==> config.mk <==
export PLATFORM = sky130hd
export DESIGN_NAME = ws2812_framebuf_flat
export DESIGN_NICKNAME = d
export VERILOG_FILES = /design/src/rtl/ws2812_framebuf_if.sv /design/src/rtl/ws2812_framebuf.sv /design/src/flat_wrapper.sv
export SDC_FILE = /design/constraint.sdc
export NUM_CORES = 1
export LEC_CHECK = 0
export CAP_MARGIN = 20
export CORE_MARGIN = 2
export CORE_UTILIZATION = 30
export CTS_CLUSTER_SIZE = 28
export DETAILED_ROUTE_END_ITERATION = 16
export MAX_ROUTING_LAYER = met4
export PLACE_DENSITY = 0.46
export SLEW_MARGIN = 20
export SYNTH_ARGS = -nofsm -noshare
export SYNTH_HDL_FRONTEND = slang
export SYNTH_SLANG_ARGS = --single-unit
==> constraint.sdc <==
create_clock -name clk -period 2.5 [get_ports clk]
set_input_delay 0.5 -clock clk [delete_from_list [all_inputs] [get_ports clk]]
set_output_delay 0.5 -clock clk [all_outputs]
set_load 0.03 [all_outputs]
==> src/rtl/ws2812_framebuf_if.sv <==
// Producer write port, commit handshake and driver read port of the
// ws2812 frame store, bundled so the producer/driver side uses one connection.
interface ws2812_framebuf_if #(
   parameter int ADDR_BITS = 3
);
   logic                 wr_en;
   logic                 wr_ready;
   logic [ADDR_BITS-1:0] wr_addr;
   logic [7:0]           wr_red;
   logic [7:0]           wr_green;
   logic [7:0]           wr_blue;
   logic                 commit;
   logic                 commit_pending;
   logic                 frame_done;
   logic [ADDR_BITS-1:0] address;
   logic                 new_address;
   logic [7:0]           red_out;
   logic [7:0]           green_out;
   logic [7:0]           blue_out;
   logic [7:0]           frame_count;

   modport master (
      output wr_en, wr_addr, wr_red, wr_green, wr_blue, commit, frame_done,
             address, new_address,
      input  wr_ready, commit_pending, red_out, green_out, blue_out, frame_count
   );

   modport slave (
      input  wr_en, wr_addr, wr_red, wr_green, wr_blue, commit, frame_done,
             address, new_address,
      output wr_ready, commit_pending, red_out, green_out, blue_out, frame_count
   );
endinterface

==> src/rtl/ws2812_framebuf.sv <==
// Double-buffered RGB frame store feeding the ws2812c chain driver; bank swaps
// requested by commit are deferred to the driver's frame boundary.
module ws2812_framebuf #(
   parameter int NUM_LEDS  = 8,
   parameter int ADDR_BITS = 3
) (
   input logic               clk,
   input logic               reset,
   ws2812_framebuf_if.slave  bus
);
   localparam int unsigned DEPTH = 1 << ADDR_BITS;

   typedef enum logic {
      IDLE,
      PENDING
   } state_t;

   state_t      state;
   logic        bank_sel;
   // Banks are sized to the full address space so any address indexes cleanly;
   // entries at or above NUM_LEDS are never written and read back as zero.
   logic [23:0] bank [2][DEPTH];

   logic wr_in_range;
   logic rd_in_range;

   assign wr_in_range = int'(bus.wr_addr) < NUM_LEDS;
   assign rd_in_range = int'(bus.address) < NUM_LEDS;

   always_ff @(posedge clk) begin
      if (reset) begin
         for (int unsigned i = 0; i < DEPTH; i++) begin
            bank[0][i] <= '0;
            bank[1][i] <= '0;
         end
         bank_sel           <= 1'b0;
         state              <= IDLE;
         bus.wr_ready       <= 1'b1;
         bus.commit_pending <= 1'b0;
         bus.frame_count    <= '0;
         bus.red_out        <= '0;
         bus.green_out      <= '0;
         bus.blue_out       <= '0;
      end else begin
         if (bus.new_address) begin
            if (rd_in_range) begin
               {bus.red_out, bus.green_out, bus.blue_out} <= bank[bank_sel][bus.address];
            end else begin
               {bus.red_out, bus.green_out, bus.blue_out} <= '0;
            end
         end

         case (state)
            IDLE: begin
               if (bus.wr_en && wr_in_range) begin
                  bank[~bank_sel][bus.wr_addr] <= {bus.wr_red, bus.wr_green, bus.wr_blue};
               end
               if (bus.commit) begin
                  if (bus.frame_done) begin
                     bank_sel        <= ~bank_sel;
                     bus.frame_count <= bus.frame_count + 8'd1;
                  end else begin
                     state              <= PENDING;
                     bus.wr_ready       <= 1'b0;
                     bus.commit_pending <= 1'b1;
                  end
               end
            end
            PENDING: begin
               if (bus.frame_done) begin
                  bank_sel           <= ~bank_sel;
                  bus.frame_count    <= bus.frame_count + 8'd1;
                  state              <= IDLE;
                  bus.wr_ready       <= 1'b1;
                  bus.commit_pending <= 1'b0;
               end
            end
            default: begin
               state              <= IDLE;
               bus.wr_ready       <= 1'b1;
               bus.commit_pending <= 1'b0;
            end
         endcase
      end
   end
endmodule

==> src/flat_wrapper.sv <==
// flat-port wrapper written by rule: the top's interface ports become plain ports
module ws2812_framebuf_flat 
#(
   parameter int NUM_LEDS  = 8,
   parameter int ADDR_BITS = 3
)
  (clk, reset, bus_wr_en, bus_wr_addr, bus_wr_red, bus_wr_green, bus_wr_blue, bus_commit, bus_frame_done, bus_address, bus_new_address, bus_wr_ready, bus_commit_pending, bus_red_out, bus_green_out, bus_blue_out, bus_frame_count);
  ws2812_framebuf_if #(.ADDR_BITS(ADDR_BITS)) bus_i ();
  input logic clk;
  input logic reset;
  input wire logic [$bits(bus_i.wr_en)-1:0] bus_wr_en;
  input wire logic [$bits(bus_i.wr_addr)-1:0] bus_wr_addr;
  input wire logic [$bits(bus_i.wr_red)-1:0] bus_wr_red;
  input wire logic [$bits(bus_i.wr_green)-1:0] bus_wr_green;
  input wire logic [$bits(bus_i.wr_blue)-1:0] bus_wr_blue;
  input wire logic [$bits(bus_i.commit)-1:0] bus_commit;
  input wire logic [$bits(bus_i.frame_done)-1:0] bus_frame_done;
  input wire logic [$bits(bus_i.address)-1:0] bus_address;
  input wire logic [$bits(bus_i.new_address)-1:0] bus_new_address;
  output wire logic [$bits(bus_i.wr_ready)-1:0] bus_wr_ready;
  output wire logic [$bits(bus_i.commit_pending)-1:0] bus_commit_pending;
  output wire logic [$bits(bus_i.red_out)-1:0] bus_red_out;
  output wire logic [$bits(bus_i.green_out)-1:0] bus_green_out;
  output wire logic [$bits(bus_i.blue_out)-1:0] bus_blue_out;
  output wire logic [$bits(bus_i.frame_count)-1:0] bus_frame_count;
  assign bus_i.wr_en = bus_wr_en;
  assign bus_i.wr_addr = bus_wr_addr;
  assign bus_i.wr_red = bus_wr_red;
  assign bus_i.wr_green = bus_wr_green;
  assign bus_i.wr_blue = bus_wr_blue;
  assign bus_i.commit = bus_commit;
  assign bus_i.frame_done = bus_frame_done;
  assign bus_i.address = bus_address;
  assign bus_i.new_address = bus_new_address;
  assign bus_wr_ready = bus_i.wr_ready;
  assign bus_commit_pending = bus_i.commit_pending;
  assign bus_red_out = bus_i.red_out;
  assign bus_green_out = bus_i.green_out;
  assign bus_blue_out = bus_i.blue_out;
  assign bus_frame_count = bus_i.frame_count;
  ws2812_framebuf #(.NUM_LEDS(NUM_LEDS), .ADDR_BITS(ADDR_BITS)) u_core (.clk(clk), .reset(reset), .bus(bus_i));
endmodule
Word level (Yosys, flattened, before mapping)

Memories as Yosys holds them, arrays and structs flattened. A register that Yosys moved wholly into a read port is not among the register bits.
Cells that the tools add are included.

Bits in registers: 36
Latch bits: 0
RAM bits: 384
ROM bits: 0
Bits of input ports: 36
Output and inout port bits: 34
Logic and storage cells: 56
Memories kept: 1

$add $sub $neg: 1
Multipliers: 0
Div/mod/pow operators: 0
$lt $le $gt $ge: 3
Equality and inequality tests: 3
Shift operators: 0
Mux-type cells: 33
Bitwise operators: 4
Reduce and logical (&&, ||, !) cells: 3

Memory list:

| memory      | words | bits a word | read ports | clocked after memory_dff | wr ports | line                  | source |
|---|---|---|---|---|---|---|---|
| u_core.bank | 2     | 192         | 1          | 1                        | 2        | ws2812_framebuf.sv:22 | `logic [23:0] bank [2][DEPTH];` |

Operators by type and width:

| kind                                                      | number |
|---|---|
| two-way mux 192 bit                                       | 3 |
| OR reduction 192 bit                                      | 1 |
| binary-select mux 24 bit (select 3 bit)                   | 1 |
| demux 24 bit (select 3 bit)                               | 1 |
| two-way mux 24 bit                                        | 3 |
| two-way mux 1 bit                                         | 18 |
| two-way mux 8 bit                                         | 2 |
| case mux 8 bit (2 select lines)                           | 1 |
| adder 8 x 1 -> 8 bit (second input constant)              | 1 |
| greater-or-equal comparator 4 bit (second input constant) | 2 |
| NOT 3 -> 4 bit                                            | 2 |
| case mux 1 bit (2 select lines)                           | 4 |
| inequality test 2 bit (second input constant)             | 3 |
| < comparator 4 x 1 -> 1 bit (second input constant)       | 1 |
| AND reduction 3 bit                                       | 1 |
| NOT 1 bit                                                 | 2 |
| logical AND 1 bit                                         | 1 |

Logic depth before layout (Yosys ltp)

Gate-level depths: netlist of run 1.

Word-level depth: 8
Depth in mapped cells: 7
Depth with buffers taken out: 4

Worst setup path before layout of run 1

Ideal clock, no wire load.

Path kind: input port to flip-flop
From: input port reset
To: memory u_core.bank[0][72] in the netlist's numbering (enable)
Library setup time: 0.382 ns
Arrival: 1.639 ns
Data required time: 2.118 ns
Path slack: 0.479 ns
Stages: 4
Path buffers: 0
Cell sequence: and3b_1 -> nand2_1 -> nor2_1 -> or2_1

RTL lines:

| element            | line                  | source |
|---|---|---|
| start: declaration | flat_wrapper.sv:10    | `input logic reset;` |
| end: declaration   | ws2812_framebuf.sv:22 |  |

Final worst setup path of run 1

From: register u_core.bus.blue_out[2]
To: output port bus_blue_out[2]

RTL lines:

| element                  | line                     | source |
|---|---|---|
| start: declaration       | ws2812_framebuf_if.sv:31 | `output wr_ready, commit_pending, red_out, green_out, blue_out, frame_count` |
| start signal: assignment | ws2812_framebuf.sv:47    | `{bus.red_out, bus.green_out, bus.blue_out} <= bank[bank_sel][bus.address];` |
| end: declaration         | flat_wrapper.sv:24       | `output wire logic [$bits(bus_i.blue_out)-1:0] bus_blue_out;` |

No word-level cell between the ends.

==> metrics.cfg, run 1 <==
[logic_synthesis]
ys_seq_elements = 421
synth_common_cells = 385 x and2_1, 384 x edfxtp_1, 192 x mux2i_1
async_flop_share = 0
synth_area_leaders = edfxtp_1 61%, and2_1 13%, mux2i_1 10%
synthFlopType = edfxtp_1
syn_nets = 1449
yosysUniqueCellTypes = 32
ys_warn_count = 0
synthAdderAreaFrac = 0.0006666
synth_xor_area_frac = 0.003266
synth_top_family_by_area = simple AND/OR/NAND/NOR gates
synth_compound_area_frac = 0.03799
synth_cells = 1412
synthMuxAreaShare = 0.1024
syn_area_sq_um = 18770
yosysTopAreaCell = edfxtp_1
seq_area_frac_synth = 0.6538
yosysMostFrequentCell = and2_1
synthSimpleGateAreaFrac = 0.1783
synth_edf_count = 384
yosysTopAreaCellShare = 0.6143
avgSynthCellArea_sq_um = 13.29

[layout]
areaGrowthSynthToFinish_pct = 20.87
drive_gt1_frac = 0.1281
diodes = 0
design_area_sq_um = 22690
stdcell_count = 2390
nNetsFinal = 1551

[clocking]
clk_path_buf_depth = 3
htree_levels = 2
clk_latency_ps = 590
cts_buffers = 47
root_buffer = clkbuf_16
post_cts_buffers = 0
tritoncts = yes
cts_hold_buffers = 0
cts.repair.resized = 0
clk_pin_slew_ps = 60
cts.sinks = 421

[place]
io_buffers = 69
dp_cells = 2302
hpwl_mm = 31.85
placed_area_sq_um = 21190
globalplace.congestion = 0.7837
post-place-ws_ps = 60.77

[grt]
grt_usage = 0.1633
gr-total-overflow = 0
grt_pass1_wl_mm = 75.25
grt_pass1_vias = 11380
grt_max_degree = 49
grt_antenna_before_repair = 0

[status]
status = finished, final reports clean

[sta]
rsz0062_at_grt = false
worst_slack_ps = 248.7
hold_viol = 0
slew_headroom = 0.5183
maxSlewViolCount = 0
holdWs_ps = 456.4
worstMarginPinSlew_ps = 720.4
tns_ps = 0
period_needed_ps = 2251
finalCritPeriodShare = 0.9005
finClkSkew_ps = 17.27
setup_viol = 0
max_freq_ghz = 0.4442

[route]
detail_route.first_pass.iterations = 5
wl_mm = 50.00
drtIter0Drc = 651
vias_per_cell = 4.617
detail-route-antenna-nets = 0
drc = 0
vias = 11030
avgRoutedWirePerCell_um = 20.92

[die]
initial_core_util = 0.3036
die_y_um = 254.1
ios = 70
dieArea_sq_um = 64580
coreArea_sq_um = 61830
num_rows = 91
die_w_um = 254.1

[pwr]
power_density_nw_per_um2 = 714.7
p_leak_nw = 8.701
ir_drop_mv = 0.4057

[setup_path]
end_kind = output port
slowest_stage = clkdlybuf4s50_1
path_cells = clkdlybuf4s50_1
crit_buf_inv = 1
critical_path_arrival_ps = 1750
critPathMaxFanout = 2
worstPathRequired_ps = 2000
slowest_delay_ps = 720
criticalPathCategory = reg -> out
startpoint_type = register
path_delay_family = buffers and inverters

[flow_run]
cap_viol_max_count = 0

[hold_path]
hold_class = reg -> reg

## layout by cell type (no fill, tap or decap), types with 28 or more instances in the layout
cell / netlist / final
dfxtp_1: 37 / 37
a21oi_1: 28 / 28
clkbuf_16: 0 / 48
nand3_1: 73 / 73
and2_1: 385 / 384
mux2i_1: 192 / 192
edfxtp_1: 384 / 384
clkdlybuf4s50_1: 0 / 68
nand2_1: 57 / 57
buf_4: 2 / 65
a22oi_1: 72 / 72
## registers in the layout, summed over array words and instances, names as in the netlist, named ones only
name                       cells
u_core.bus.green_out           8
u_core.bus.frame_count         8
u_core.bus.wr_ready            1
u_core.state                   1
u_core.bus.red_out             8
u_core.bank                  384
u_core.bus.commit_pending      1
u_core.bus.blue_out            8
u_core.bank_sel                1
## through the flow
stage | util | power [W]
global placement | 0.3427 | 0.009609
global route | 0.3670 | 0.01679
floorplan | - | 0.008896
detailed placement | 0.3427 | 0.009620
CTS | 0.3669 | 0.01642
finish | 0.3670 | 0.01622
## power breakdown
part / internal (W) / total (W) / switching [W]
clock network: 0.00391 / 0.00677 / 0.00286
registers: 0.00797 / 0.00810 / 0.000126
logic: 0.000518 / 0.00135 / 0.000830
total: 0.0124 / 0.0162 / 0.00381
## routing by layer
layer,track usage,part of all wire
met5,-,0
met1,0.2183,0.48
met4,0.04235,0.023
met2,0.2599,0.47
met3,0.02541,0.033
## path summary, 6_finish.rpt
path,startpoint,endpoint,slack [ps],cells after the start
min,u_core.bus.red_out[5],u_core.bus.red_out[5],460,2
min reg2reg,u_core.bus.red_out[5],u_core.bus.red_out[5],460,2
max reg2reg,u_core.bank_sel,u_core.bank[1][127],600,4
max,u_core.bus.blue_out[2],bus_blue_out[2],250,1
## final cells by class
| type | count | area [sq um] |
|---|---|---|
| clock inverter | 16 | 116.4 |
| sequential | 421 | 12270 |
| fill | 5910 | 39140 |
| clock buffer | 72 | 1381 |
| multi-input combinational | 883 | 6147 |
| timing repair buffer | 161 | 1724 |
| tap | 837 | 1047 |
## cell families (layout without fill, tap and decap cells)
kind of cell    Yosys count  in the layout
flops                   421            421
compound gates          105            105
simple gates            578            578
fa+ha+maj                 1              1
mux                     192            192
buf+inv                 108            249
xor+xnor                  7              7
No activity file was read; power rests on OpenSTA's default activity.
==> run 2: changes to the inputs <==
Settings changed: PLACE_DENSITY 0.46 to unset, PLACE_DENSITY_LB_ADDON set to 0.1.
==> run 2 against run 1 <==
  * Via count grew 0.53%
  * Worst hold slack got worse by 4.2 ps
  * Cell area rose by 0.39%
  * Utilization is 0.14 points higher
  * Wire length is 12% higher
  * Sequential power barely moved
  * Combinational power up 5%
  * Highest routed layer unchanged
  * Largest cell class unchanged
  * Die area did not move
  * Sequential share of layout area fell by 0.21 points
  * First-iteration DRC count up 9.7%
  * Clock power is 3.4% higher
==> metrics.cfg, run 2 (synthesized netlist as in run 1, its figures left out) <==
[pwr]
power_density_nw_per_um2 = 724.7
ir_drop_mv = 0.3890
p_leak_nw = 8.725
finalPower_w = 0.01651

[setup_path]
critPathMaxFanout = 2
r2r_slack_ps = 820
crit_buf_inv = 1
startpoint_type = register
rr_worst_depth = 5
critical_path_arrival_ps = 1810
slowest_stage = clkdlybuf4s50_1
end_kind = output port
path_delay_family = buffers and inverters
path_cells = clkdlybuf4s50_1
r2r_end = u_core.bank[0][169]
worstReg2RegStart = u_core.state
slowest_delay_ps = 730
criticalPathCategory = reg -> out
worstPathRequired_ps = 2000

[clocking]
cts.sinks = 421
clk_path_buf_depth = 3
htree_levels = 2
clk_pin_slew_ps = 60
post_cts_buffers = 0
root_buffer = clkbuf_16
clk_latency_ps = 580
cts_hold_buffers = 0
cts.repair.resized = 0
cts_buffers = 49
tritoncts = yes

[die]
die_w_um = 254.1
die_y_um = 254.1
initial_core_util = 0.3036
ios = 70
coreArea_sq_um = 61830
num_rows = 91
dieArea_sq_um = 64580

[sta]
hold_viol = 0
finalCritPeriodShare = 0.9224
max_freq_ghz = 0.4336
worstMarginPinSlew_ps = 747.0
rsz0062_at_grt = false
slew_headroom = 0.5008
period_needed_ps = 2306
holdWs_ps = 452.2
maxSlewViolCount = 0
finClkSkew_ps = 12.47
setup_viol = 0

[hold_path]
holdPathEnd = u_core.bus.red_out[5]
hold_path_startpoint = u_core.bus.red_out[5]
holdPathStages = 2
hold_class = reg -> reg

[layout]
nNetsFinal = 1554
areaGrowthSynthToFinish_pct = 21.34
largest_reg_flops = 384
mostFrequentLayoutCells = 384 x and2_1, 384 x edfxtp_1, 192 x mux2i_1
drive_gt1_frac = 0.1268
n_fill_cell = 5848
largest_register = u_core.bank
design_area_sq_um = 22780

[place]
placed_area_sq_um = 21240
io_buffers = 69
hpwl_mm = 34.72
globalplace.congestion = 0.8323

[route]
vias = 11090
vias_per_cell = 4.631
detail_route.first_pass.iterations = 4
detail-route-antenna-nets = 0
wl_mm = 55.79
drc = 0
avgRoutedWirePerCell_um = 23.29
drtIter0Drc = 714

[grt]
grt_usage = 0.1824
grt_max_degree = 39
grt_antenna_before_repair = 4
gr-total-overflow = 0
grt_pass1_vias = 11310
grt_pass1_wl_mm = 81.99

[status]
status = finished, final reports clean

[flow_run]
cap_viol_max_count = 0

[run 2: worst max-delay path by stage]
| stage | startpoint | endpoint | slack, ps | depth (start not counted) |
|---|---|---|---|---|
| floorplan | reset | u_core.bank[0][72] | 480 | 4 |
| global placement | reset | u_core.bus.red_out[7] | -30 | 5 |
| detailed placement | reset | u_core.bank[1][142] | 130 | 6 |
| CTS | u_core.bus.green_out[4] | bus_green_out[4] | 150 | 1 |
| global route | u_core.bus.green_out[4] | bus_green_out[4] | 130 | 1 |
| finish | u_core.bus.green_out[4] | bus_green_out[4] | 190 | 1 |
[run 2: per-layer routing]
| metal | vias to the layer above | GRT usage | part of all wire | wire [um] |
|---|---|---|---|---|
| li1 | 5267 | - | - | - |
| met1 | 5526 | 0.2481 | 0.47 | 26320 |
| met3 | 81 | 0.03041 | 0.038 | 2114 |
| met2 | 218 | 0.2855 | 0.47 | 26230 |
| met4 | 0 | 0.04286 | 0.020 | 1126 |
| met5 | - | - | 0 | 0 |
[run 2: layout make-up]
class / instances / area [sq um] / area share
flip-flops and latches: 421 / 12270 / 0.5388
multi-input cells: 883 / 6147 / 0.2699
repair buffers: 162 / 1769 / 0.07768
clock buffers: 72 / 1383 / 0.06070
well taps: 837 / 1047 / 0.04598
clock inverters: 16 / 148.9 / 0.006537
diodes: 4 / 10.01 / 0.0004395
[run 2: worst min-delay path, delay by kind of cell (launching register included)]
family,cells,cell delay [ps]
flip-flops,1,320
AND/OR/NAND/NOR,2,100
[run 2: per-stage QoR]
stage	setup WS [ps]	setup TNS, ps	util	cells
floorplan	479.3	0	-	1412
global placement	-33.44	-167.3	0.3434	2303
detailed placement	132.2	0	0.3435	2303
CTS	146.6	0	0.3682	2391
global route	126.6	0	0.3683	2392
finish	193.9	0	0.3684	2395
[run 2: where the power goes]
group,internal (W),switching [W]
Clock,0.00411,0.00289
Sequential,0.00797,0.000116
Combinational,0.000524,0.000893
